### src/rtl/proc_pkg.sv
// Shared definitions for the processor control unit: widths, opcodes,
// step encoding and instruction field positions.
package proc_pkg;
  localparam int IR_W   = 9;
  localparam int N_REGS = 8;

  localparam int OP_MSB = 8;
  localparam int OP_LSB = 6;
  localparam int X_MSB  = 5;
  localparam int X_LSB  = 3;
  localparam int Y_MSB  = 2;
  localparam int Y_LSB  = 0;

  localparam logic [2:0] OP_MV  = 3'b000;
  localparam logic [2:0] OP_MVI = 3'b001;
  localparam logic [2:0] OP_ADD = 3'b010;
  localparam logic [2:0] OP_SUB = 3'b011;

  typedef enum logic [1:0] {T0 = 2'd0, T1 = 2'd1, T2 = 2'd2, T3 = 2'd3} state_t;
endpackage

### src/rtl/proc_ctrl_fsm_if.sv
// Control interface between the sequencer (master) and the datapath (slave).
interface proc_ctrl_fsm_if;
  import proc_pkg::*;

  logic              Run;
  logic [IR_W-1:0]   DIN;
  logic [0:N_REGS-1] Rin;
  logic [0:N_REGS-1] Rout;
  logic              DINout;
  logic              Gout;
  logic              Ain;
  logic              Gin;
  logic              AddSub;
  logic              Done;

  modport master (
    input  Run, DIN,
    output Rin, Rout, DINout, Gout, Ain, Gin, AddSub, Done
  );

  modport slave (
    output Run, DIN,
    input  Rin, Rout, DINout, Gout, Ain, Gin, AddSub, Done
  );
endinterface

### src/rtl/dec3to8.sv
// 3-to-8 one-hot decoder with enable; W=000 selects Y[0].
module dec3to8 (
  input  logic [2:0] W,
  input  logic       En,
  output logic [0:7] Y
);
  always_comb begin
    Y = '0;
    if (En) Y[W] = 1'b1;
  end
endmodule

### src/rtl/proc_ctrl_fsm.sv
// Instruction sequencer: fetches IIIXXXYYY on Run in T0, then walks T1..T3
// driving bus selects and load strobes decoded straight from state and IR.
module proc_ctrl_fsm
  import proc_pkg::*;
(
  input  logic             Clock,
  input  logic             Resetn,
  proc_ctrl_fsm_if.master  bus
);
  state_t          state;
  logic [IR_W-1:0] ir;
  logic [2:0]      op, fx, fy, rout_sel;
  logic            is_arith;
  logic            mv_t1, mvi_t1, nop_t1, ar_t1, ar_t2, ar_t3;
  logic            rin_en, rout_en;
  logic [0:7]      rin, rout;

  assign op       = ir[OP_MSB:OP_LSB];
  assign fx       = ir[X_MSB:X_LSB];
  assign fy       = ir[Y_MSB:Y_LSB];
  assign is_arith = (op == OP_ADD) || (op == OP_SUB);

  always_ff @(posedge Clock or negedge Resetn) begin
    if (!Resetn) begin
      state <= T0;
      ir    <= '0;
    end else begin
      case (state)
        T0: if (bus.Run) begin
              ir    <= bus.DIN;
              state <= T1;
            end
        T1:      state <= is_arith ? T2 : T0;
        T2:      state <= T3;
        default: state <= T0;
      endcase
    end
  end

  assign mv_t1  = (state == T1) && (op == OP_MV);
  assign mvi_t1 = (state == T1) && (op == OP_MVI);
  assign nop_t1 = (state == T1) && op[2];
  assign ar_t1  = (state == T1) && is_arith;
  assign ar_t2  = (state == T2) && is_arith;
  assign ar_t3  = (state == T3) && is_arith;

  // Rout sources Y for mv and the second add/sub operand, X otherwise.
  assign rin_en   = mv_t1 | mvi_t1 | ar_t3;
  assign rout_en  = mv_t1 | ar_t1 | ar_t2;
  assign rout_sel = (mv_t1 | ar_t2) ? fy : fx;

  dec3to8 u_dec_rin  (.W(fx),       .En(rin_en),  .Y(rin));
  dec3to8 u_dec_rout (.W(rout_sel), .En(rout_en), .Y(rout));

  assign bus.Rin    = rin;
  assign bus.Rout   = rout;
  assign bus.DINout = mvi_t1;
  assign bus.Gout   = ar_t3;
  assign bus.Ain    = ar_t1;
  assign bus.Gin    = ar_t2;
  assign bus.AddSub = ar_t2 & (op == OP_SUB);
  assign bus.Done   = mv_t1 | mvi_t1 | nop_t1 | ar_t3;
endmodule

### src/flat_wrapper.sv
// flat-port wrapper written by rule: the top's interface ports become plain ports
module proc_ctrl_fsm_flat import proc_pkg::*;
  (Clock, Resetn, bus_Run, bus_DIN, bus_Rin, bus_Rout, bus_DINout, bus_Gout, bus_Ain, bus_Gin, bus_AddSub, bus_Done);
  proc_ctrl_fsm_if bus_i ();
  input  logic Clock;
  input  logic Resetn;
  input wire logic [$bits(bus_i.Run)-1:0] bus_Run;
  input wire logic [$bits(bus_i.DIN)-1:0] bus_DIN;
  output wire logic [$bits(bus_i.Rin)-1:0] bus_Rin;
  output wire logic [$bits(bus_i.Rout)-1:0] bus_Rout;
  output wire logic [$bits(bus_i.DINout)-1:0] bus_DINout;
  output wire logic [$bits(bus_i.Gout)-1:0] bus_Gout;
  output wire logic [$bits(bus_i.Ain)-1:0] bus_Ain;
  output wire logic [$bits(bus_i.Gin)-1:0] bus_Gin;
  output wire logic [$bits(bus_i.AddSub)-1:0] bus_AddSub;
  output wire logic [$bits(bus_i.Done)-1:0] bus_Done;
  assign bus_i.Run = bus_Run;
  assign bus_i.DIN = bus_DIN;
  assign bus_Rin = bus_i.Rin;
  assign bus_Rout = bus_i.Rout;
  assign bus_DINout = bus_i.DINout;
  assign bus_Gout = bus_i.Gout;
  assign bus_Ain = bus_i.Ain;
  assign bus_Gin = bus_i.Gin;
  assign bus_AddSub = bus_i.AddSub;
  assign bus_Done = bus_i.Done;
  proc_ctrl_fsm u_core (.Clock(Clock), .Resetn(Resetn), .bus(bus_i));
endmodule
### config.mk
export PLATFORM = sky130hd
export DESIGN_NAME = proc_ctrl_fsm_flat
export DESIGN_NICKNAME = d
export VERILOG_FILES = /design/src/rtl/proc_pkg.sv /design/src/rtl/proc_ctrl_fsm_if.sv /design/src/rtl/dec3to8.sv /design/src/rtl/proc_ctrl_fsm.sv /design/src/flat_wrapper.sv
export SDC_FILE = /design/constraint.sdc
export NUM_CORES = 1
export LEC_CHECK = 0
export ABC_CLOCK_PERIOD_IN_PS = 3500
export CAP_MARGIN = 20
export CORE_MARGIN = 3
export CORE_UTILIZATION = 23
export DETAILED_ROUTE_END_ITERATION = 8
export PLACE_DENSITY = 0.54
export SETUP_SLACK_MARGIN = 0.3
export SKIP_CTS_REPAIR_TIMING = 1
export SYNTH_ARGS = -nofsm -noshare
export SYNTH_HDL_FRONTEND = slang
export SYNTH_SLANG_ARGS = --single-unit
### constraint.sdc
create_clock -name Clock -period 3.5 [get_ports Clock]
set_input_delay 0.7 -clock Clock [delete_from_list [all_inputs] [get_ports Clock]]
set_output_delay 0.7 -clock Clock [all_outputs]
set_load 0.02 [all_outputs]
==> impl_metrics.py <==
metrics = {
    "status": {
        "outcome": "finished, final reports clean",
    },
    "global_route": {
        "grt_pass1_wl_um": 3312,
        "overflow": 0,
        "grt_usage_pct": 10.70,
        "antenna_found_initial": 0,
        "grt_pass1_vias": 716,
        "grt_start_max_net_pins": 13,
    },
    "worst_setup_path": {
        "critPathMaxFanout": 10,
        "slowest_stage": "clkdlybuf4s50_1",
        "end_kind": "primary output",
        "cp_cell_sequence": "nor4b_4 > o211ai_2 > o32ai_1 > clkdlybuf4s50_1",
        "required_ns": 2.80,
        "cp_top_family": "buffers and inverters",
        "arrival_ns": 2.25,
        "worstSetupPathType": "reg2out",
        "startpoint_type": "flop",
        "max_stage_delay_ns": 0.65,
        "crit_buf_inv": 1,
    },
    "timing": {
        "skew_ns": 0.004322,
        "clock.fmax_ghz": 0.3392,
        "worst_slack_ns": 0.5521,
        "hold_ws_ns": 0.5706,
        "max_slew.worst_pin.slew_ns": 0.6810,
        "layout_min_cycle_time_ns": 2.948,
        "finalSetupViolCount": 0,
        "tns_ns": 0,
        "rsz0062_at_grt": "no",
        "hold_viol_final": 0,
        "post-route-period-util_pct": 84.23,
        "slew_headroom_pct": 54.40,
        "drv_slew": 0,
    },
    "clock_network": {
        "cts_buffers": 3,
        "cts_tree": "yes",
        "h-tree-depth": 1,
        "insertion_delay_ns": 0.27,
        "path_clk_slew_ns": 0.07,
        "cts_buffer_depth": 2,
        "cts_root_buf": "clkbuf_4",
        "cts_sinks": 11,
    },
    "drt": {
        "wl_per_cell_um": 12.66,
        "drt_pass1_iterations": 4,
        "postRouteAntennaNets": 0,
        "via_per_inst": 4.519,
        "drc": 0,
        "drt-total-wl_um": 1949,
        "vias": 696,
        "drtIter0Drc": 26,
    },
    "yosys": {
        "ys.warnings.count": 0,
        "ys_ff_latch": 11,
        "syn_nets": 90,
        "syn_area_per_cell_um2": 9.320,
        "synth_common_cells": "nor2_1, dfrtp_1, nand2_1",
        "synth.largest_area_cell": "dfrtp_1",
        "synth_ff_type": "dfrtp_1",
        "ys_seq_area_share_pct": 37.87,
        "synth_cells": 78,
        "synth.cell_area_um2": 726.9,
        "synth_area_leaders": "dfrtp_1, mux2_2, nor2_1",
        "synth_top_area_share_pct": 37.87,
        "ys_types": 28,
        "ys_async_sr_fraction_pct": 100.0,
        "synth_edf_count": 0,
        "yosysMostFrequentCell": "nor2_1",
    },
    "power": {
        "p_per_area_nw_per_um2": 707.5,
        "total_power_mw": 0.7870,
        "vdd_ir_drop_max_v": 0.0002611,
        "leakagePower_nw": 0.4105,
    },
    "min_path": {
        "holdCritPathClass": "reg2reg",
    },
    "placed_design": {
        "place_ws_ns": 0.8363,
        "routabilityCongestion": 0.7523,
        "dp.cells": 150,
        "portBuffers": 33,
        "hpwlAfterDp_um": 1522,
    },
    "floorplan": {
        "pin_count": 34,
        "rows": 19,
        "coreArea_um2": 2877,
        "fp.dieH_um": 62.22,
        "start_util_pct": 25.27,
        "dieWidth_um": 62.22,
        "design.die.area_um2": 3871,
    },
    "run": {
        "maxCapViolCount": 0,
    },
    "cells_and_area": {
        "drive_above_1_share_pct": 13.39,
        "fin_nets": 125,
        "syn_to_final_growth_pct": 53.01,
        "n_antenna_cell": 0,
        "instances_no_fill": 154,
    },
}
==> worst register-to-register path, stage by stage, from the launching register on <==
cell	delay, ns
dfrtp_1	0.51
nor3b_2	0.64
mux2_2	0.42
==> placed cells by master (no fill, tap or decap), types with 3 or more instances in the layout <==
cell              n
inv_1             3
o21ai_0           4
o32ai_1           4
mux2_2            6
dfrtp_1          11
nand2_1           7
clkbuf_4          3
o22ai_1           3
clkdlybuf4s50_1  33
nand2b_1          3
nor2_1           12
and3_1            3
==> flip-flops by register name, indices dropped and copies added (netlist names) <==
| register | flops |
|---|---|
| u_core.ir | 9 |
| u_core.state | 2 |
==> power breakdown <==
group          leakage (nW)  total (mW)  internal (mW)  switching [mW]
Combinational         0.263       0.413          0.203           0.211
Sequential            0.132       0.286          0.188          0.0981
Clock                0.0150      0.0873         0.0442          0.0431
Total                 0.410       0.787          0.435           0.352
==> cell families after synthesis <==
kind of cell | after synthesis | synth area share, %
flip-flops | 11 | 37.87
multiplexers | 6 | 9.294
XOR/XNOR | 2 | 2.410
buffers and inverters | 6 | 4.819
AO/OA/AOI/OAI | 13 | 13.08
AND/OR/NAND/NOR | 40 | 32.53
==> area by class of cell <==
class | count | area (µm²)
inverters | 3 | 11.26
well taps | 42 | 52.55
repair buffers | 33 | 330.3
clock buffers | 4 | 26.28
multi-input cells | 61 | 416.7
flip-flops and latches | 11 | 275.3
fillers | 296 | 1764
==> layer usage <==
layer | wire (µm) | track usage (%) | vias up
met4 | 47 | 6.906 | 0
met2 | 852 | 15.59 | 27
met1 | 918 | 13.84 | 317
met3 | 131 | 2.883 | 4
met5 | 0 | 0 | -
li1 | - | - | 348
==> path summary, 6_finish.rpt <==
check,start,end,slack (ns),depth (start not counted)
max in group asynchronous,Resetn,u_core.ir[8],2.41,1
min in group asynchronous,Resetn,u_core.state[0],0.76,1
max reg2reg,u_core.state[1],u_core.ir[6],1.82,2
max,u_core.state[1],bus_Rout[4],0.55,4
min,u_core.ir[5],u_core.ir[5],0.57,1
min reg2reg,u_core.ir[5],u_core.ir[5],0.57,1
==> stage by stage <==
stage	area, µm²	util [%]
2_1_floorplan	726.9	-
5_1_grt	1112	38.67
3_3_place_gp	1086	37.76
3_5_place_dp	1086	37.76
4_1_cts	1112	38.67
6_report	1112	38.67
(Power assumes the default switching activity.)
